`config.mk`:
```
export PLATFORM = sky130hd
export DESIGN_NAME = nodo_inyector
export DESIGN_NICKNAME = d
export VERILOG_FILES = /design/src/rtl/nodo_inyector.sv
export SDC_FILE = /design/constraint.sdc
export NUM_CORES = 1
export LEC_CHECK = 0
export CORE_MARGIN = 3
export CORE_UTILIZATION = 55
export DETAILED_ROUTE_END_ITERATION = 8
export PLACE_DENSITY = 0.84
export SLEW_MARGIN = 25
export SYNTH_ARGS = -nofsm -noshare
export SYNTH_HDL_FRONTEND = slang
export SYNTH_SLANG_ARGS = --single-unit
```
`constraint.sdc`:
```
create_clock -name clk -period 5.05 [get_ports clk]
set_input_delay 0.505 -clock clk [delete_from_list [all_inputs] [get_ports clk]]
set_output_delay 0.505 -clock clk [all_outputs]
set_load 0.02 [all_outputs]
```
`src/rtl/nodo_inyector.sv`:
```
// nodo_inyector: packet injection stage at the network edge.
// Collects DATA_FLITS payload words plus a destination/tag from the local
// processing element. It then checks the destination and waits for a
// downstream packet credit. Finally it streams header + data flits back to
// back on channel_dout.
// Optional feature macro: NODO_INYECTOR_CREDIT_CHECK_EN. When defined, a
// credit returned while the counter is already full raises a sticky
// credit_error_dout. When undefined, that output is tied low.

`ifndef CHANNEL_WIDTH
`define CHANNEL_WIDTH 32
`endif
`ifndef DATA_FLITS
`define DATA_FLITS 4
`endif
`ifndef BUFFER_DEPTH
`define BUFFER_DEPTH 10
`endif
`ifndef HEADER_FIELD
`define HEADER_FIELD 31
`endif
`ifndef WITNESS_FIELD
`define WITNESS_FIELD 30
`endif

module nodo_inyector #(
  parameter int X_WIDTH = 2,
  parameter int Y_WIDTH = 2,
  parameter int CREDITS = `BUFFER_DEPTH / 5
) (
  input  logic                      clk,
  input  logic                      reset,
  input  logic [2:0]                dest_x_din,
  input  logic [2:0]                dest_y_din,
  input  logic [23:0]               tag_din,
  input  logic                      data_valid_din,
  input  logic [`CHANNEL_WIDTH-1:0] data_din,
  output logic                      data_ready_dout,
  output logic [`CHANNEL_WIDTH-1:0] channel_dout,
  input  logic                      credit_in_din,
  output logic                      drop_dout,
  output logic                      busy_dout,
  output logic                      credit_error_dout
);

  localparam int Flits   = `DATA_FLITS;
  localparam int CntW    = (Flits > 1) ? $clog2(Flits) : 1;
  localparam int CreditW = $clog2(CREDITS) + 1;

  localparam logic [CntW-1:0]    LastIdx   = CntW'(Flits - 1);
  localparam logic [CreditW-1:0] CreditMax = CreditW'(CREDITS);
  localparam logic [2:0]         XMax      = 3'(X_WIDTH);
  localparam logic [2:0]         YMax      = 3'(Y_WIDTH);

  typedef enum logic [1:0] {
    StLoad,
    StCheck,
    StWait,
    StSend
  } state_t;

  state_t                    state_q;
  logic [CntW-1:0]           loadCnt_q;
  logic [CntW-1:0]           sendCnt_q;
  logic                      lastFlit_q;
  logic [`CHANNEL_WIDTH-1:0] payload_q [Flits];
  logic [2:0]                destX_q;
  logic [2:0]                destY_q;
  logic [23:0]               tag_q;
  logic                      destOk_q;
  logic [CreditW-1:0]        credit_q;
  logic [CreditW-1:0]        credit_d;
  logic                      ready_q;
  logic                      drop_q;
  logic                      busy_q;
  logic [`CHANNEL_WIDTH-1:0] channel_q;

  logic                      wordAccept;
  logic                      lastWord;
  logic                      destOkIn;
  logic                      creditTake;
  logic [`CHANNEL_WIDTH-1:0] headerFlit;

  assign wordAccept = (state_q == StLoad) && ready_q && data_valid_din;
  assign lastWord   = (loadCnt_q == LastIdx);
  assign destOkIn   = (dest_x_din != 3'd0) && (dest_x_din <= XMax) &&
                      (dest_y_din != 3'd0) && (dest_y_din <= YMax);
  // A credit is consumed exactly when a waiting packet is released to SEND.
  assign creditTake = (state_q == StWait) && (credit_q != '0);

  // Assemble the header flit from the latched destination and tag.
  always_comb begin
    headerFlit                 = '0;
    headerFlit[`HEADER_FIELD]  = 1'b1;
    headerFlit[`WITNESS_FIELD] = 1'b0;
    headerFlit[29:27]          = destX_q;
    headerFlit[26:24]          = destY_q;
    headerFlit[23:0]           = tag_q;
  end

  // Next credit count: return and take cancel, returns saturate at full.
  always_comb begin
    credit_d = credit_q;
    if (credit_in_din && !creditTake) begin
      if (credit_q != CreditMax) begin
        credit_d = credit_q + 1'b1;
      end
    end else if (creditTake && !credit_in_din) begin
      credit_d = credit_q - 1'b1;
    end
  end

  // Credit counter starts full so the first CREDITS packets go out at once.
  always_ff @(posedge clk) begin
    if (!reset) begin
      credit_q <= CreditMax;
    end else begin
      credit_q <= credit_d;
    end
  end

  // Staging storage: payload words plus destination/tag taken with word 0.
  always_ff @(posedge clk) begin
    if (!reset) begin
      destX_q  <= 3'd0;
      destY_q  <= 3'd0;
      tag_q    <= 24'd0;
      destOk_q <= 1'b0;
    end else if (wordAccept) begin
      payload_q[loadCnt_q] <= data_din;
      if (loadCnt_q == '0) begin
        destX_q  <= dest_x_din;
        destY_q  <= dest_y_din;
        tag_q    <= tag_din;
        destOk_q <= destOkIn;
      end
    end
  end

  // Packet FSM with registered outputs that already reflect the next state.
  always_ff @(posedge clk) begin
    if (!reset) begin
      state_q    <= StLoad;
      loadCnt_q  <= '0;
      sendCnt_q  <= '0;
      lastFlit_q <= 1'b0;
      ready_q    <= 1'b0;
      drop_q     <= 1'b0;
      busy_q     <= 1'b0;
      channel_q  <= '0;
    end else begin
      drop_q <= 1'b0;
      case (state_q)
        StLoad: begin
          ready_q   <= 1'b1;
          channel_q <= '0;
          if (wordAccept) begin
            busy_q <= 1'b1;
            if (lastWord) begin
              loadCnt_q <= '0;
              state_q   <= StCheck;
              ready_q   <= 1'b0;
              drop_q    <= (loadCnt_q == '0) ? !destOkIn : !destOk_q;
            end else begin
              loadCnt_q <= loadCnt_q + 1'b1;
            end
          end
        end
        StCheck: begin
          if (drop_q) begin
            state_q <= StLoad;
            ready_q <= 1'b1;
            busy_q  <= 1'b0;
          end else begin
            state_q <= StWait;
          end
        end
        StWait: begin
          if (creditTake) begin
            state_q    <= StSend;
            channel_q  <= headerFlit;
            sendCnt_q  <= '0;
            lastFlit_q <= 1'b0;
          end
        end
        StSend: begin
          if (lastFlit_q) begin
            state_q    <= StLoad;
            channel_q  <= '0;
            busy_q     <= 1'b0;
            ready_q    <= 1'b1;
            lastFlit_q <= 1'b0;
          end else begin
            channel_q <= payload_q[sendCnt_q];
            if (sendCnt_q == LastIdx) begin
              lastFlit_q <= 1'b1;
              sendCnt_q  <= '0;
            end else begin
              sendCnt_q <= sendCnt_q + 1'b1;
            end
          end
        end
        default: begin
          state_q <= StLoad;
        end
      endcase
    end
  end

`ifdef NODO_INYECTOR_CREDIT_CHECK_EN
  logic creditErr_q;

  // Sticky flag: downstream returned a credit we never consumed.
  always_ff @(posedge clk) begin
    if (!reset) begin
      creditErr_q <= 1'b0;
    end else if (credit_in_din && (credit_q == CreditMax)) begin
      creditErr_q <= 1'b1;
    end
  end

  assign credit_error_dout = creditErr_q;
`else
  assign credit_error_dout = 1'b0;
`endif

  assign data_ready_dout = ready_q;
  assign channel_dout    = channel_q;
  assign drop_dout       = drop_q;
  assign busy_dout       = busy_q;

endmodule

```
Yosys cells after proc, flatten, opt, wreduce, memory -nomap -nowiden --
Memories as Yosys holds them, arrays and structs flattened. A register that Yosys moved wholly into a read port is not among the register bits. Cells that the tools add are included.
Word-level totals: register bits 75, RAM bits 128, input port bits 66, output and inout bits 36, memories kept 1
Memory list:
- payload_q | depth 4, bits a word 32, read ports 1, clocked after memory_dff 1, wr ports 1, RTL line 66 | logic [`CHANNEL_WIDTH-1:0] payload_q [Flits];
Operators by class: add/subtract/negate cells 4, magnitude comparators 2, eq/ne operators 13, mux-type cells 36, reductions and logical operators 31
Operators by type and width (number):
- $pmux W32 S3 | 1
- $mux W32 | 2
- $mux W2 | 14
- $mux W1 | 14
- $ne A2 B2 Y1 const B | 7
- $reduce_and A4 Y1 | 3
- $reduce_bool A3 Y1 | 4
- $reduce_and A2 Y1 | 5
- $eq A2 B2 Y1 const B | 4
- $logic_and A1 B1 Y1 | 8
- $pmux W2 S4 | 1
- $add A2 B1 Y2 const B | 3
- $le A3 B2 Y1 const B | 2
- $pmux W1 S3 | 2
- $reduce_and A3 Y1 | 2
- $reduce_bool A2 Y1 | 3
- $logic_not A1 Y1 | 4
- $logic_not A2 Y1 | 2
- $pmux W2 S2 | 1
- $eq A2 B1 Y1 const B | 1
- $ne A2 B1 Y1 const B | 1
- $pmux W1 S2 | 1
- $sub A2 B1 Y2 const B | 1

Longest topological paths before layout --
word-level depth 6, mapped depth 7, depth with buffers taken out 5

Worst setup path before layout --
OpenSTA, ideal clock, no wires.
kind reg2reg, start register loadCnt_q[0], end memory payload_q[0][0] in the netlist's numbering (enable), arrival 3.130 ns, required time 4.586 ns, setup slack 1.457 ns, cell stages (with the launch flop) 6, buffers on the path 1, cells stage by stage dfxtp_1 > inv_1 > ha_1 > clkbuf_1 > inv_1 > nor3_1
RTL lines:
- start, declared | RTL line 63 | logic [CntW-1:0] loadCnt_q;
- start signal, assigned | RTL line 165 | loadCnt_q <= loadCnt_q + 1'b1;
- end, declared | RTL line 66
Straight into the memory's write port.

Final worst setup path --
start input data_valid_din, end memory payload_q[1][0] in the netlist's numbering (enable)
Between the ends: longest elaborated chain between the ends 4
RTL lines:
- start, declared | RTL line 36 | input logic data_valid_din,
- $logic_and A1 B1 Y1 | RTL line 84 | assign wordAccept = (state_q == StLoad) && ready_q && data_valid_din;
- $mux W1 | RTL line 129 | end else if (wordAccept) begin
- $mux W1 | RTL line 124 | if (!reset) begin
- $mux W1 (implied by the code) | RTL line 130 | payload_q[loadCnt_q] <= data_din;
Every way passes these cells.

==> results.ini <==
[status]
status = completed

[layout]
final-instance-count-excl-fill = 783
fillers = 847
fin_nets = 663
drive_gt1_frac = 0.1351
fin_area_sq_um = 9642
multi_input_area_sq_um = 2208
ff_latch_area_sq_um = 5388
antenna_cells = 0
final_common_cell = edfxtp_1
final_cell_mix = edfxtp_1, clkdlybuf4s50_1, dfxtp_1
syn2layout_area_growth_pct = 23.39

[clock_network]
post_cts_resize_count = 0
insertion_delay_ps = 490
cts_hold_buffers = 0
post_cts_buffers = 0
cts_buffers = 21
htree_levels = 1
clk_path_buf_depth = 3
cts_tree = built
cts.sinks = 205
clkTransAtPathRegs_ps = 60
cts_root_buf = clkbuf_16

[synth]
ys_seq_elements = 205
syn_inst = 500
synth_ff_type = edfxtp_1
seq_area_frac_synth = 0.6892
synth_cell_types = 49
synth_edf_count = 128
synth_top_area_frac = 0.4919
synthArstFlopShare = 0
yosys_warnings = 0
syn-num-nets = 571
synthTopCellsByArea = edfxtp_1, dfxtp_1, mux4_2
avgSynthCellArea_sq_um = 15.63
yosysTopAreaCell = edfxtp_1
syn_area_sq_um = 7814

[timing]
skew_ps = 9.880
final_max_slew_viol_count = 0
setup_tns_ps = 0
hold_viol_final = 0
fin_hold_ws_ps = 468.2
final-setup-viol-count = 0
fin_crit_sh = 0.5300
period_minus_slack_ps = 2677
worst_slew_pin_slew_ps = 986.6
rsz0062_at_grt = no
slew_headroom = 0.3408
timing.fmax_mhz = 373.6

[min_path]
worstHoldPathCells = 1
hold_path_class = flop to flop

[route]
via_count = 4830
drt-initial-drc-count = 407
wl_met1_um = 7037
final_antenna_net_count = 0
met2_length_um = 8671
viasPerCell = 6.169
dr.max_layer_used = met4
drc = 0
detail_route.wl_per_cell_um = 22.16
dr_wl_met3_um = 1395
routed_wl_um = 17350
first_pass_iters = 5

[place]
placed_area_sq_um = 8889
dp_hpwl_um = 10460
place_inst = 745
gp_congestion = 0.7817
io_buffers = 100

[power]
total_power_mw = 3.642
p_leak_nw = 3.204
power.density_nw_per_um2 = 377.7
vdd_drop_max_mv = 0.3233

[flow_run]
cap_violations = 0

[floorplan]
start_util = 0.5763
num_rows = 42
io_pins = 102
die_width_um = 125.2
die_y_um = 125.2
core_sq_um = 13560
die-area_sq_um = 15670

[worst_setup_path]
crit_path_start_kind = primary input
worstPathArrival_ps = 2780
crit_required_ps = 5160
critical_path_class = primary input to flop
worstRegToRegCells = 2
critPathCaptureType = flop
critPathMaxFanout = 32

[global_route]
grt_pass1_vias = 4962
antenna_found_initial = 0
grt_overflow = 0
grt.total_usage = 0.2181
grt_pass1_wl_um = 27500
grt_start_max_net_pins = 45

## registers in the layout, summed over array words and instances, names as in the netlist, 2 cells and up, named ones only
name and cells:
payload_q 128, channel_dout 32, tag_q 24, destX_q 3
destY_q 3, credit_q 2, loadCnt_q 2, sendCnt_q 2
## cell type report
class,instances,area share
repair buffers,107,0.1093
flip-flops and latches,205,0.5588
well taps,176,0.02284
multi-input cells,252,0.2290
inverters,5,0.001947
clock inverters,14,0.02037
clock buffers,24,0.05775
## critical path, stage by stage
cell             delay [ps]
clkdlybuf4s50_1         570
nor4bb_4                760
and3_2                  920
## cell families (layout without fill, tap and decap cells)
group                    count (synthesis)  in the layout  synth area share
AO/OA/AOI/OAI                          119            119            0.1026
XOR/XNOR                                 3              3          0.003363
adder cells (fa/ha/maj)                  5              5          0.008006
buffers and inverters                   43            150           0.03202
flip-flops                             205            205            0.6892
multiplexers                            33             33           0.09512
other                                    1              1         0.0004799
AND/OR/NAND/NOR                         91             91           0.06918
## cells in the mapped netlist, types with 2 or more instances
master,n
nand2b_1,2
a221o_1,31
clkbuf_1,21
and2_0,2
ha_1,5
a211oi_1,4
mux4_1,3
nor2_1,3
buf_6,4
o21a_1,2
a21o_1,2
nand2_1,5
xnor2_1,3
edfxtp_1,128
a21oi_1,41
buf_2,5
o31ai_1,2
and2_1,28
buf_12,3
and3_1,3
o211ai_1,2
o21ai_0,31
nor3_1,3
inv_1,4
dfxtp_1,77
nand3_1,30
nor4bb_1,2
buf_1,4
mux4_2,29
or3_1,2
## layer usage
| layer | GRT usage | vias up |
|---|---|---|
| met2 | 0.3695 | 231 |
| met1 | 0.2992 | 2420 |
| met4 | 0.04911 | 0 |
| met5 | 0 | - |
| li1 | - | 2159 |
| met3 | 0.03881 | 20 |
## per-stage QoR
step             util  setup slack [ps]
2_1_floorplan       -              1457
3_3_place_gp   0.6555              1991
3_5_place_dp   0.6556              1882
4_1_cts        0.7111              2354
5_1_grt        0.7111              2233
6_report       0.7111              2373
## power by group
group | switching, mW | internal, mW | total, mW
Sequential | 0.0129 | 1.81 | 1.82
Clock | 0.618 | 1.05 | 1.66
Combinational | 0.0840 | 0.0741 | 0.158
Total | 0.715 | 2.93 | 3.64
## path summary, 6_finish.rpt
kind                       start              end  slack [ps]
setup / recovery  data_valid_din  payload_q[1][0]        2370
hold / removal         busy_dout        busy_dout         470
setup reg to reg            flop  payload_q[1][0]        2470
hold reg to reg        busy_dout        busy_dout         470
(Power assumes the default switching activity.)
